[src/rtl/kpn_mult_scheduler_pkg.sv]
// -----------------------------------------------------------------------------
// kpn_mult_scheduler_pkg
//   Shared definitions for the KPN multiplier scheduler: datapath widths,
//   scheduler FSM state encoding and a small sizing helper.
//   No ports (package).
// -----------------------------------------------------------------------------
package kpn_mult_scheduler_pkg;

    localparam int KPN_OP_W  = 16;   // operand word width
    localparam int KPN_RES_W = 32;   // product word width

    // Encodings match the legacy IDLE/ISSUE/WAIT/WRITE values.
    typedef enum logic [1:0] {
        ST_IDLE  = 2'd0,
        ST_ISSUE = 2'd1,
        ST_WAIT  = 2'd2,
        ST_WRITE = 2'd3
    } sched_state_t;

    // $clog2 with a floor of 1 so single-entry indices still get a bit.
    function automatic int unsigned clog2_min1(input int unsigned n);
        return (n <= 1) ? 1 : $clog2(n);
    endfunction

endpackage

[src/rtl/kpn_mult_scheduler_rr_picker.sv]
// -----------------------------------------------------------------------------
// kpn_rr_picker
//   Combinational round-robin picker. Starting at i_ptr and wrapping at
//   NUM_REQ-1, returns the first channel whose eligible bit is set.
// Ports
//   i_eligible  in   NUM_REQ  per-channel eligible flags
//   i_ptr       in   IDX_W    channel with highest priority this round
//   o_found     out  1        at least one channel is eligible
//   o_index     out  IDX_W    chosen channel (0 when o_found is low)
// -----------------------------------------------------------------------------
module kpn_rr_picker #(
    parameter int NUM_REQ = 2,
    parameter int IDX_W   = 1
) (
    input  logic [NUM_REQ-1:0] i_eligible,
    input  logic [IDX_W-1:0]   i_ptr,
    output logic               o_found,
    output logic [IDX_W-1:0]   o_index
);

    int unsigned      w_pos;
    logic             w_found;
    logic [IDX_W-1:0] w_index;

    always_comb begin
        w_pos   = '0;
        w_found = 1'b0;
        w_index = '0;
        for (int unsigned k = 0; k < NUM_REQ; k++) begin
            w_pos = (32'(i_ptr) + k) % NUM_REQ;
            if (!w_found && i_eligible[w_pos[IDX_W-1:0]]) begin
                w_found = 1'b1;
                w_index = w_pos[IDX_W-1:0];
            end
        end
    end

    assign o_found = w_found;
    assign o_index = w_index;

endmodule

[src/rtl/kpn_mult_scheduler.sv]
// -----------------------------------------------------------------------------
// kpn_mult_scheduler
//   Round-robin scheduler sharing one multiplier between NUM_REQ KPN channels.
//   A granted channel has its operand pair popped, the pair is held on the
//   multiplier inputs for MUL_LATENCY cycles, and the product is pushed to
//   that channel's result FIFO (stalling while it is full).
// Ports
//   clk, rst              clock; asynchronous active-high reset
//   in_empty_a/in_empty_b per-channel operand FIFO empty flags
//   in_a/in_b             per-channel operand head words, channel i at [16*i+:16]
//   rd                    one-hot operand pop pulse (both FIFOs of a channel)
//   out_full              per-channel result FIFO full
//   wr                    one-hot result push pulse
//   out_data              result word shared by all result FIFOs
//   mul_a/mul_b           operands to the shared multiplier
//   mul_result            product from the shared multiplier
//   grant_id              channel currently owning the multiplier
//   busy                  high whenever the FSM is not idle
//   op_count              completed operations, wraps modulo 2^CNT_W
// -----------------------------------------------------------------------------
module kpn_mult_scheduler
    import kpn_mult_scheduler_pkg::*;
#(
    parameter int NUM_REQ     = 2,
    parameter int MUL_LATENCY = 1,
    parameter int CNT_W       = 16,
    localparam int GID_W      = clog2_min1(NUM_REQ)
) (
    input  logic                          clk,
    input  logic                          rst,
    input  logic [NUM_REQ-1:0]            in_empty_a,
    input  logic [NUM_REQ-1:0]            in_empty_b,
    input  logic [KPN_OP_W*NUM_REQ-1:0]   in_a,
    input  logic [KPN_OP_W*NUM_REQ-1:0]   in_b,
    output logic [NUM_REQ-1:0]            rd,
    input  logic [NUM_REQ-1:0]            out_full,
    output logic [NUM_REQ-1:0]            wr,
    output logic [KPN_RES_W-1:0]          out_data,
    output logic [KPN_OP_W-1:0]           mul_a,
    output logic [KPN_OP_W-1:0]           mul_b,
    input  logic [KPN_RES_W-1:0]          mul_result,
    output logic [GID_W-1:0]              grant_id,
    output logic                          busy,
    output logic [CNT_W-1:0]              op_count
);

    localparam int LAT_W = clog2_min1(MUL_LATENCY);

    sched_state_t          r_state;
    logic [GID_W-1:0]      r_grant;
    logic [GID_W-1:0]      r_ptr;
    logic [LAT_W-1:0]      r_lat;
    logic [KPN_OP_W-1:0]   r_mul_a;
    logic [KPN_OP_W-1:0]   r_mul_b;
    logic [KPN_RES_W-1:0]  r_out;
    logic [CNT_W-1:0]      r_cnt;

    logic [NUM_REQ-1:0]    w_eligible;
    logic                  w_pick_found;
    logic [GID_W-1:0]      w_pick_idx;
    logic [KPN_OP_W-1:0]   w_pick_a;
    logic [KPN_OP_W-1:0]   w_pick_b;
    logic [NUM_REQ-1:0]    w_grant_oh;
    logic                  w_out_ready;
    logic [GID_W-1:0]      w_next_ptr;

    // Result-FIFO fullness is deliberately not part of eligibility; a full
    // result FIFO only stalls the WRITE state of an already granted op.
    assign w_eligible = ~in_empty_a & ~in_empty_b;

    kpn_rr_picker #(
        .NUM_REQ (NUM_REQ),
        .IDX_W   (GID_W)
    ) u_picker (
        .i_eligible (w_eligible),
        .i_ptr      (r_ptr),
        .o_found    (w_pick_found),
        .o_index    (w_pick_idx)
    );

    assign w_pick_a = in_a[32'(w_pick_idx)*KPN_OP_W +: KPN_OP_W];
    assign w_pick_b = in_b[32'(w_pick_idx)*KPN_OP_W +: KPN_OP_W];

    assign w_grant_oh  = NUM_REQ'(1) << r_grant;
    assign w_out_ready = ~out_full[r_grant];
    assign w_next_ptr  = (r_grant == GID_W'(NUM_REQ - 1)) ? '0 : r_grant + GID_W'(1);

    always_ff @(posedge clk or posedge rst) begin
        if (rst) begin
            r_state <= ST_IDLE;
            r_grant <= '0;
            r_ptr   <= '0;
            r_lat   <= '0;
            r_mul_a <= '0;
            r_mul_b <= '0;
            r_out   <= '0;
            r_cnt   <= '0;
        end else begin
            case (r_state)
                ST_IDLE: begin
                    // Operands are captured here, so an operand FIFO that
                    // drains after the grant cannot disturb this op.
                    if (w_pick_found) begin
                        r_grant <= w_pick_idx;
                        r_mul_a <= w_pick_a;
                        r_mul_b <= w_pick_b;
                        r_state <= ST_ISSUE;
                    end
                end
                ST_ISSUE: begin
                    r_lat   <= LAT_W'(MUL_LATENCY - 1);
                    r_state <= ST_WAIT;
                end
                ST_WAIT: begin
                    if (r_lat == '0) begin
                        r_out   <= mul_result;
                        r_state <= ST_WRITE;
                    end else begin
                        r_lat <= r_lat - LAT_W'(1);
                    end
                end
                ST_WRITE: begin
                    if (w_out_ready) begin
                        r_ptr   <= w_next_ptr;
                        r_cnt   <= r_cnt + CNT_W'(1);
                        r_state <= ST_IDLE;
                    end
                end
                default: r_state <= ST_IDLE;
            endcase
        end
    end

    assign rd       = (r_state == ST_ISSUE) ? w_grant_oh : '0;
    assign wr       = (r_state == ST_WRITE && w_out_ready) ? w_grant_oh : '0;
    assign out_data = r_out;
    assign mul_a    = r_mul_a;
    assign mul_b    = r_mul_b;
    assign grant_id = r_grant;
    assign busy     = (r_state != ST_IDLE);
    assign op_count = r_cnt;

endmodule

[config.mk]
export PLATFORM = sky130hd
export DESIGN_NAME = kpn_mult_scheduler
export DESIGN_NICKNAME = d
export VERILOG_FILES = /design/src/rtl/kpn_mult_scheduler_pkg.sv /design/src/rtl/kpn_mult_scheduler_rr_picker.sv /design/src/rtl/kpn_mult_scheduler.sv
export SDC_FILE = /design/constraint.sdc
export NUM_CORES = 1
export LEC_CHECK = 0
export BUFFER_PORTS_ARGS = -buffer_cell sky130_fd_sc_hd__clkbuf_2
export CAP_MARGIN = 40
export CORE_ASPECT_RATIO = 0.8
export CORE_MARGIN = 5
export CORE_UTILIZATION = 35
export DETAILED_ROUTE_END_ITERATION = 12
export PLACE_DENSITY = 0.66
export SYNTH_ARGS = -nofsm -noshare
export SYNTH_HDL_FRONTEND = slang
export SYNTH_HIERARCHICAL = 1
export SYNTH_SLANG_ARGS = --single-unit
[constraint.sdc]
create_clock -name clk -period 2.7 [get_ports clk]
set_clock_uncertainty 0.05 [all_clocks]
set_input_delay 0.405 -clock clk [delete_from_list [all_inputs] [get_ports clk]]
set_output_delay 0.405 -clock clk [all_outputs]
set_load 0.01 [all_outputs]
== After elaboration in Yosys (flattened, before gate mapping) ==
Cells that the tools add are included.
Widths: inputs -> output; s select.
Word-level totals
  word-level logic and storage cells: 58
  bits of input ports: 104
  output and inout bits: 86
  register bits: 85
Cells by class
  multiplexer cells: 19
  equality and inequality tests: 6
  shift operators: 3
  bitwise operators: 5
  add/sub/neg operators: 4
  order comparisons: 3
  reductions and logical operators: 10
Operator list (number)
  $shiftx 32x6->16: 2
  $add 16x1->16 const B: 1
  $mux 1: 12
  $mux 2: 5
  $pmux 2 s4: 1
  $lt 1x2->1 const B: 3
  $reduce_and 2->1: 3
  $eq 2x2->1 const B: 2
  $ne 2x2->1 const B: 2
  $not 2->2: 2
  $reduce_bool 2->1: 2
  $reduce_and 3->1: 1
  $add 1x1->1 const B: 2
  $and 2x2->2: 1
  $eq 2x1->1 const B: 1
  $logic_and 1x1->1: 2
  $logic_not 2->1: 1
  $ne 2x1->1 const B: 1
  $not 1->1: 2
  $pmux 1 s2: 1
  $shl 1x1->2 const A: 1
  $logic_not 1->1: 1
  $sub 1x1->1 const B: 1

== Logic depth before layout (Yosys ltp) ==
Gate-level depths: netlist (run 1).
  depth after elaboration: 10
  mapped depth: 8
  gate-level depth less buffers: 6

== Cells and area by module ==
Netlist (run 1), hierarchy kept.
By module, submodules not included
  kpn_mult_scheduler: instances 1, cells an instance 294, seq. area each 2102.0 um^2, area an instance 3631.0 um^2
  kpn_rr_picker: instances 1, cells an instance 3, seq. area each 0.0 um^2, area an instance 17.5 um^2

== Worst setup path after synthesis (run 1) ==
Ideal clock, no wire load.
  kind: register -> register
  from: register r_grant (netlist: grant_id)
  to: register r_state[1]
  period minus slack after synthesis: 1719 ps
  setup time: 125 ps
  arrival: 1544 ps
  data required time: 2525 ps
  setup slack: 981 ps
  stages on the path, launching flop included: 5
  buffers on the path: 0
  cells stage by stage: dfrtp_1 > mux2_4 > and2_2 > a21oi_1 > mux2_2
Between the ends
  longest elaborated chain between the ends: 4
Ends and longest elaborated chain
  start, declared: RTL line kpn_mult_scheduler.sv:50  | logic [GID_W-1:0] r_grant;
  start signal, assigned: RTL line kpn_mult_scheduler.sv:104  | r_grant <= w_pick_idx;
  $mux 1 (implied by the code) (2 in a row): RTL line kpn_mult_scheduler.sv:85  | assign w_out_ready = ~out_full[r_grant];
  $ne 2x2->1 (no line)
  $reduce_and 3->1 (no line)
  end signal, assigned: RTL line kpn_mult_scheduler.sv:90  | r_state <= ST_IDLE;
  end signal, assigned: RTL line kpn_mult_scheduler.sv:107  | r_state <= ST_ISSUE;
  end signal, assigned: RTL line kpn_mult_scheduler.sv:112  | r_state <= ST_WAIT;
  end, declared: RTL line kpn_mult_scheduler.sv:49  | sched_state_t r_state;
Every way passes these cells. The select of a mux whose other input is x is not followed.
A chain may end at the register's enable or synchronous reset.

== Worst setup path in the final report (run 1) ==
  from: register r_state[0]
  to: output wr[0]
Between the ends
  longest elaborated chain between the ends: 3
Ends and longest elaborated chain
  $eq 2x2->1: RTL line kpn_mult_scheduler.sv:135  | assign wr = (r_state == ST_WRITE && w_out_ready) ? w_grant_oh : '0;
  $logic_and 1x1->1: RTL line kpn_mult_scheduler.sv:135
  $mux 2: RTL line kpn_mult_scheduler.sv:135
  end, declared: RTL line kpn_mult_scheduler.sv:37  | output logic [NUM_REQ-1:0] wr,
Every way passes these cells.

==> results.md, run 1 <==
- Worst hold path type: in -> async
- Data arrival, critical path: 1.63 ns
- Final period util: 77.2%
- Pwr dens: 1080 nW/µm²
- Mapped Nets: 406
- Detailed-route wire length per cell: 14.0 µm
- Synth cell types: 29
- Setup Fix Bufs, Post-CTS: 0
- Metal2 WL: 4330 µm
- Warnings, synthesis: 6
- Relative slew slack: 57.7%
- Setup TNS: 0 ns
- Mapped cell area: 3650 µm²
- Initial Utilization: 35.6%
- Leak: 2.54 nW
- CP max stage cell: dfrtp_1
- # H-tree levels: 3
- N_diodes: 0
- TritonCTS clock tree: yes
- Vias: 2850
- Vias in the first global route: 3033
- Row Count: 33
- TritonCTS buffer count: 9
- Most common library cell in the layout ignoring fill and taps: clkbuf_2
- DRT Pass-1 Iters: 3
- Die area: 12600 µm²
- Gpl congestion: 0.792
- Largest net degree at the start of global routing: 53
- Setup Viol. Count Final: 0
- Register area share after synthesis: 57.6%
- Core ar.: 10200 µm²
- Top routing layer in use: met4
- Fillcell total: 995
- DR WL met3: 729 µm
- Wire length on met1: 3650 µm
- Fin area: 5100 µm²
- Die X: 124 µm
- F_max: 480 MHz
- Share of post-route cells with drive strength above 1: 51.3%
- CP required: 2.25 ns
- Final core occ: 49.8%
- Worst-Margin Slew: 0.633 ns
- Root Buffer: clkbuf_16
- Async S/R FF share, synth: 100%
- CTS clk-pin slew, worst paths: 0.06 ns
- Final wirelength: 8830 µm
- Initial antenna violation count: 0
- Critical-path maximum fanout: 7
- Final hold vios: 0
- Vias/cell: 4.52
- Clock Tree Buf Depth: 2
- Syn Inst Count: 297
- Crit path capture type: output pin
- Synth Flop Type: dfrtp_1
- Synthesized area per cell: 12.3 µm²
- Hold WS: 0.0679 ns
- DR DRC count: 0
- Yosys reg bits: 84
- Port Buffers: 189
- Worst VDD drop: 0.000513 V
- Hold Buf Count CTS: 0
- Die Span Y: 101 µm
- Resize count post-CTS: 0
- DP Area: 4790 µm²
- Global route overflow: 0
- Multi-input combinational cell area: 1480 µm²
- CP max stage delay: 0.40 ns
- Number of flops mapped to enable cells by yosys: 0
- Post-DRT Antenna Nets: 0
- Period minus WS final: 2.08 ns
- Register area: 2100 µm²
- Status: complete, no violations
- Final nets: 595
- RSZ-0062 raised after global routing: no
- Cell chain of the critical path: ha_1 -> nor3b_1 -> clkbuf_2
- Most frequent cells in the layout: clkbuf_2, dfrtp_1, nor2_1
- Critical path type: reg -> out
- Final Non-Filler Cells: 631
- Area Growth Syn to Fin: 39.8%
- First-pass GRT wire length: 14400 µm
- CTS Sinks: 84
- Post-DP HPWL: 6820 µm
- Global Route Usage Sum: 14.4%
- R2R Setup Slk: 0.92 ns
- First DRT Iteration DRCs: 77
- Clock Latency Late Sink: 0.33 ns
- Crit start category: flop
- Total of max-cap violations: 0
- I/O pin cnt: 190
- Fin. max-slew vios: 0
- Inst Count DP: 615
cells by family (layout without fill, tap and decap cells):
kind of cell             Yosys count  count (layout)  share of synthesized area [%]
AND/OR/NAND/NOR                   67              67                           9.33
multiplexers                      69              69                           20.3
adder cells (fa/ha/maj)            5               5                           1.71
flip-flops                        84              84                           57.6
AO/OA/AOI/OAI                     36              36                           5.14
buffers and inverters             21             215                           2.33
XOR/XNOR                          15              15                           3.60
layer usage:
| metal | vias up | global-route usage (%) |
|---|---|---|
| met5 | - | 0 |
| met4 | 0 | 4.55 |
| met3 | 11 | 5.30 |
| met2 | 100 | 24.2 |
| met1 | 1338 | 17.4 |
| li1 | 1401 | - |
where the power goes:
group / internal, mW / switching, mW
Combinational: 1.03 / 1.08
Clock: 0.768 / 0.473
Sequential: 1.82 / 0.345
Total: 3.61 / 1.90
synth_stat cells, types with 2 or more instances:
cell	number	area share, %
xor2_1	7	1.7
and2_2	2	0.41
nand3_1	3	0.41
buf_2	5	0.69
nor2_1	38	3.9
xnor2_1	8	1.9
mux2_2	35	11
ha_1	5	1.7
buf_1	5	0.51
inv_1	6	0.62
dfrtp_1	84	58
mux2i_1	33	9.1
nand2_1	7	0.72
and3_1	4	0.69
a21oi_1	33	4.5
clkbuf_1	5	0.51
nand4_1	5	0.86
worst max-delay path, delay by kind of cell (launching register included):
| family | cells | cell delay, ns |
|---|---|---|
| adder cells (fa/ha/maj) | 1 | 0.31 |
| buffers and inverters | 1 | 0.21 |
| flip-flops | 1 | 0.40 |
| AND/OR/NAND/NOR | 1 | 0.39 |
flip-flops by register name (all words and copies together) (netlist names):
signal and count:
mul_b 16, mul_a 16, op_count 16, r_state 2, grant_id 1, out_data 32
r_ptr 1
path summary, 6_finish.rpt:
path                                           from                        to  depth (start not counted)
min reg2reg                op_count[15]$_DFFE_PP0P_  op_count[15]$_DFFE_PP0P_                          1
max reg2reg                    grant_id$_DFFE_PP0P_    r_state[1]$_DFFE_PP0P_                          4
max                          r_state[0]$_DFFE_PP0P_                     wr[0]                          3
max in group asynchronous                       rst      mul_b[7]$_DFFE_PP0P_                          3
min in group clk                      mul_result[8]   out_data[8]$_DFFE_PP0N_                          2
min                                             rst  out_data[20]$_DFFE_PP0N_                          2
area by class of cell:
type / instances / share of cell area, %
multi-input cells: 192 / 29.0
well taps: 140 / 3.43
clock buffers: 13 / 5.10
flip-flops and latches: 84 / 41.2
clock inverters: 3 / 0.883
repair buffers: 193 / 19.9
inverters: 6 / 0.466
per-stage QoR:
step / total power, mW / worst slack (ns)
3_3_place_gp: 4.26 / 0.893
2_1_floorplan: 3.41 / 0.0799
4_1_cts: 5.61 / 0.664
3_5_place_dp: 4.34 / 0.849
6_report: 5.51 / 0.616
5_1_grt: 5.92 / 0.540
(Power assumes the default switching activity.)
==> run 2, diff against run 1 <==
PLACE_DENSITY = 0.64   (was 0.66)
clock period = 2.2 ns   (was 2.7 ns; I/O delays follow)
==> run 2 against run 1 <==
Combinational power is 23% higher; die area did not move; critical path depth did not move; clock-buffer cell count is 1 lower; routed wire length is 0.36% higher; first-iteration DRC count increased to 3.0 times the previous value; register-to-register slack got worse by 0.49 ns; sequential share of layout area is 0.21 points lower; global-route usage decreased by 0.081 points; non-clock buffer count rose by 1; utilization increased by 0.26 points; flip-flop and latch count unchanged; critical endpoint unchanged.
==> results.md, run 2 (same netlist as run 1, synthesis figures left out) <==
- Status: complete, no violations
- DP Area: 4790 µm²
- CTS Sinks: 84
- Final wirelength: 8860 µm
- Detailed-route wire length per cell: 14.0 µm
- R2R Setup Slk: 0.43 ns
- Crit path capture type: output pin
- TritonCTS buffer count: 9
- Row Count: 33
- Setup Fix Bufs, Post-CTS: 0
- Post-DRT Antenna Nets: 0
- Share of post-route cells with drive strength above 1: 51.2%
- Critical path type: reg -> out
- Vias in the first global route: 2947
- N_diodes: 0
- Relative slew slack: 56.2%
- CP max stage delay: 0.41 ns
- Die area: 12600 µm²
- Fin area: 5130 µm²
- Final period util: 88.4%
- Global route overflow: 0
- Crit path max-delay family: flip-flops
- Final Non-Filler Cells: 632
- Final nets: 596
- Setup TNS: 0 ns
- First-pass GRT wire length: 14200 µm
- DR DRC count: 0
- Initial antenna violation count: 0
- F_max: 514 MHz
- Path depth of the worst reg2reg path: 4
- Initial Utilization: 35.6%
- Resize count post-CTS: 0
- Vias/cell: 4.56
- CP required: 1.82 ns
- Die Span Y: 101 µm
- Crit start category: flop
- Clock Tree Buf Depth: 2
- RSZ-0062 raised after global routing: no
- Data arrival, critical path: 1.56 ns
- Period minus WS final: 1.94 ns
- Hold Buf Count CTS: 0
- Vias: 2879
- Most common library cell in the layout ignoring fill and taps: clkbuf_2
- CTS clk-pin slew, worst paths: 0.06 ns
- Critical-path maximum fanout: 7
- Global Route Usage Sum: 14.4%
- FF-to-FF Start: grant_id$_DFFE_PP0P_
- Worst hold path type: in -> async
- Final hold vios: 0
- Root Buffer: clkbuf_16
- Hold WS: 0.0307 ns
- Inst Count DP: 616
- I/O pin cnt: 190
- Gpl congestion: 0.782
- First DRT Iteration DRCs: 228
- CP max stage cell: dfrtp_1
- Area Growth Syn to Fin: 40.5%
- Max reg flops: 32
- Core ar.: 10200 µm²
- Largest net degree at the start of global routing: 55
- Clock Latency Late Sink: 0.33 ns
- Worst Path Buf+Inv: 1
- Leak: 2.55 nW
- R2r endpoint: r_state[1]$_DFFE_PP0P_
- Total of max-cap violations: 0
- # H-tree levels: 3
- Die X: 124 µm
- Port Buffers: 189
- Design Power: 6.93 mW
- Worst-Margin Slew: 0.657 ns
- DRT Pass-1 Iters: 4
- Setup Viol. Count Final: 0
- Most frequent cells in the layout: clkbuf_2, dfrtp_1, nor2_1
- Worst VDD drop: 0.000819 V
- Pwr dens: 1350 nW/µm²
- Post-DP HPWL: 6980 µm
- Cell chain of the critical path: ha_1 -> nor3b_1 -> clkbuf_2
- Fin. max-slew vios: 0
- TritonCTS clock tree: yes
==> run 2: cell count changes in the layout (fill, tap and decap cells not counted), sizes merged <==
cell / change
bufinv: +2
buf: +1
clkbuf: -1
clkinv: -1
==> run 2: per-stage QoR <==
stage	setup WS (ns)	utilization (%)
2_1_floorplan	0.481	-
3_3_place_gp	0.489	46.8
3_5_place_dp	0.432	46.8
4_1_cts	0.252	50.1
5_1_grt	0.135	50.1
6_report	0.256	50.1
==> run 2: worst max-delay path by stage <==
stage / cells after the start / slack [ns] / from / endpoint
after floorplan: 4 / 0.48 / grant_id$_DFFE_PP0P_ / r_state[1]$_DFFE_PP0P_
after global placement: 4 / 0.49 / grant_id$_DFFE_PP0P_ / r_state[1]$_DFFE_PP0P_
after detailed placement: 4 / 0.43 / grant_id$_DFFE_PP0P_ / r_state[1]$_DFFE_PP0P_
after CTS: 3 / 0.25 / r_state[0]$_DFFE_PP0P_ / wr[0]
after global routing: 3 / 0.14 / r_state[0]$_DFFE_PP0P_ / wr[0]
final: 3 / 0.26 / r_state[0]$_DFFE_PP0P_ / wr[0]
==> run 2: area by class of cell <==
cell class                 count  area, µm²
fill                         979       5110
sequential                    84       2100
multi-input combinational    192       1480
timing repair buffer         194       1010
clock buffer                  12        236
tap                          140        175
clock inverter                 4       97.6
inverter                       6       26.3
==> run 2: worst min-delay path, delay by kind of cell <==
kind | cells | cell delay (ns)
buffers and inverters | 3 | 0.50
==> run 2: power by group <==
part	switching, mW	internal [mW]
sequential	0.412	2.23
combinational	1.33	1.26
clock	0.585	1.11
==> run 2: routing by layer <==
layer  vias to the layer above  GRT usage, %  share of wire (%)
met4                         0          5.39                2.2
met3                        16          5.08                8.1
met5                         -             0                  0
met1                      1346          17.6                 40
met2                       104          23.4                 49
li1                       1413             -                  -
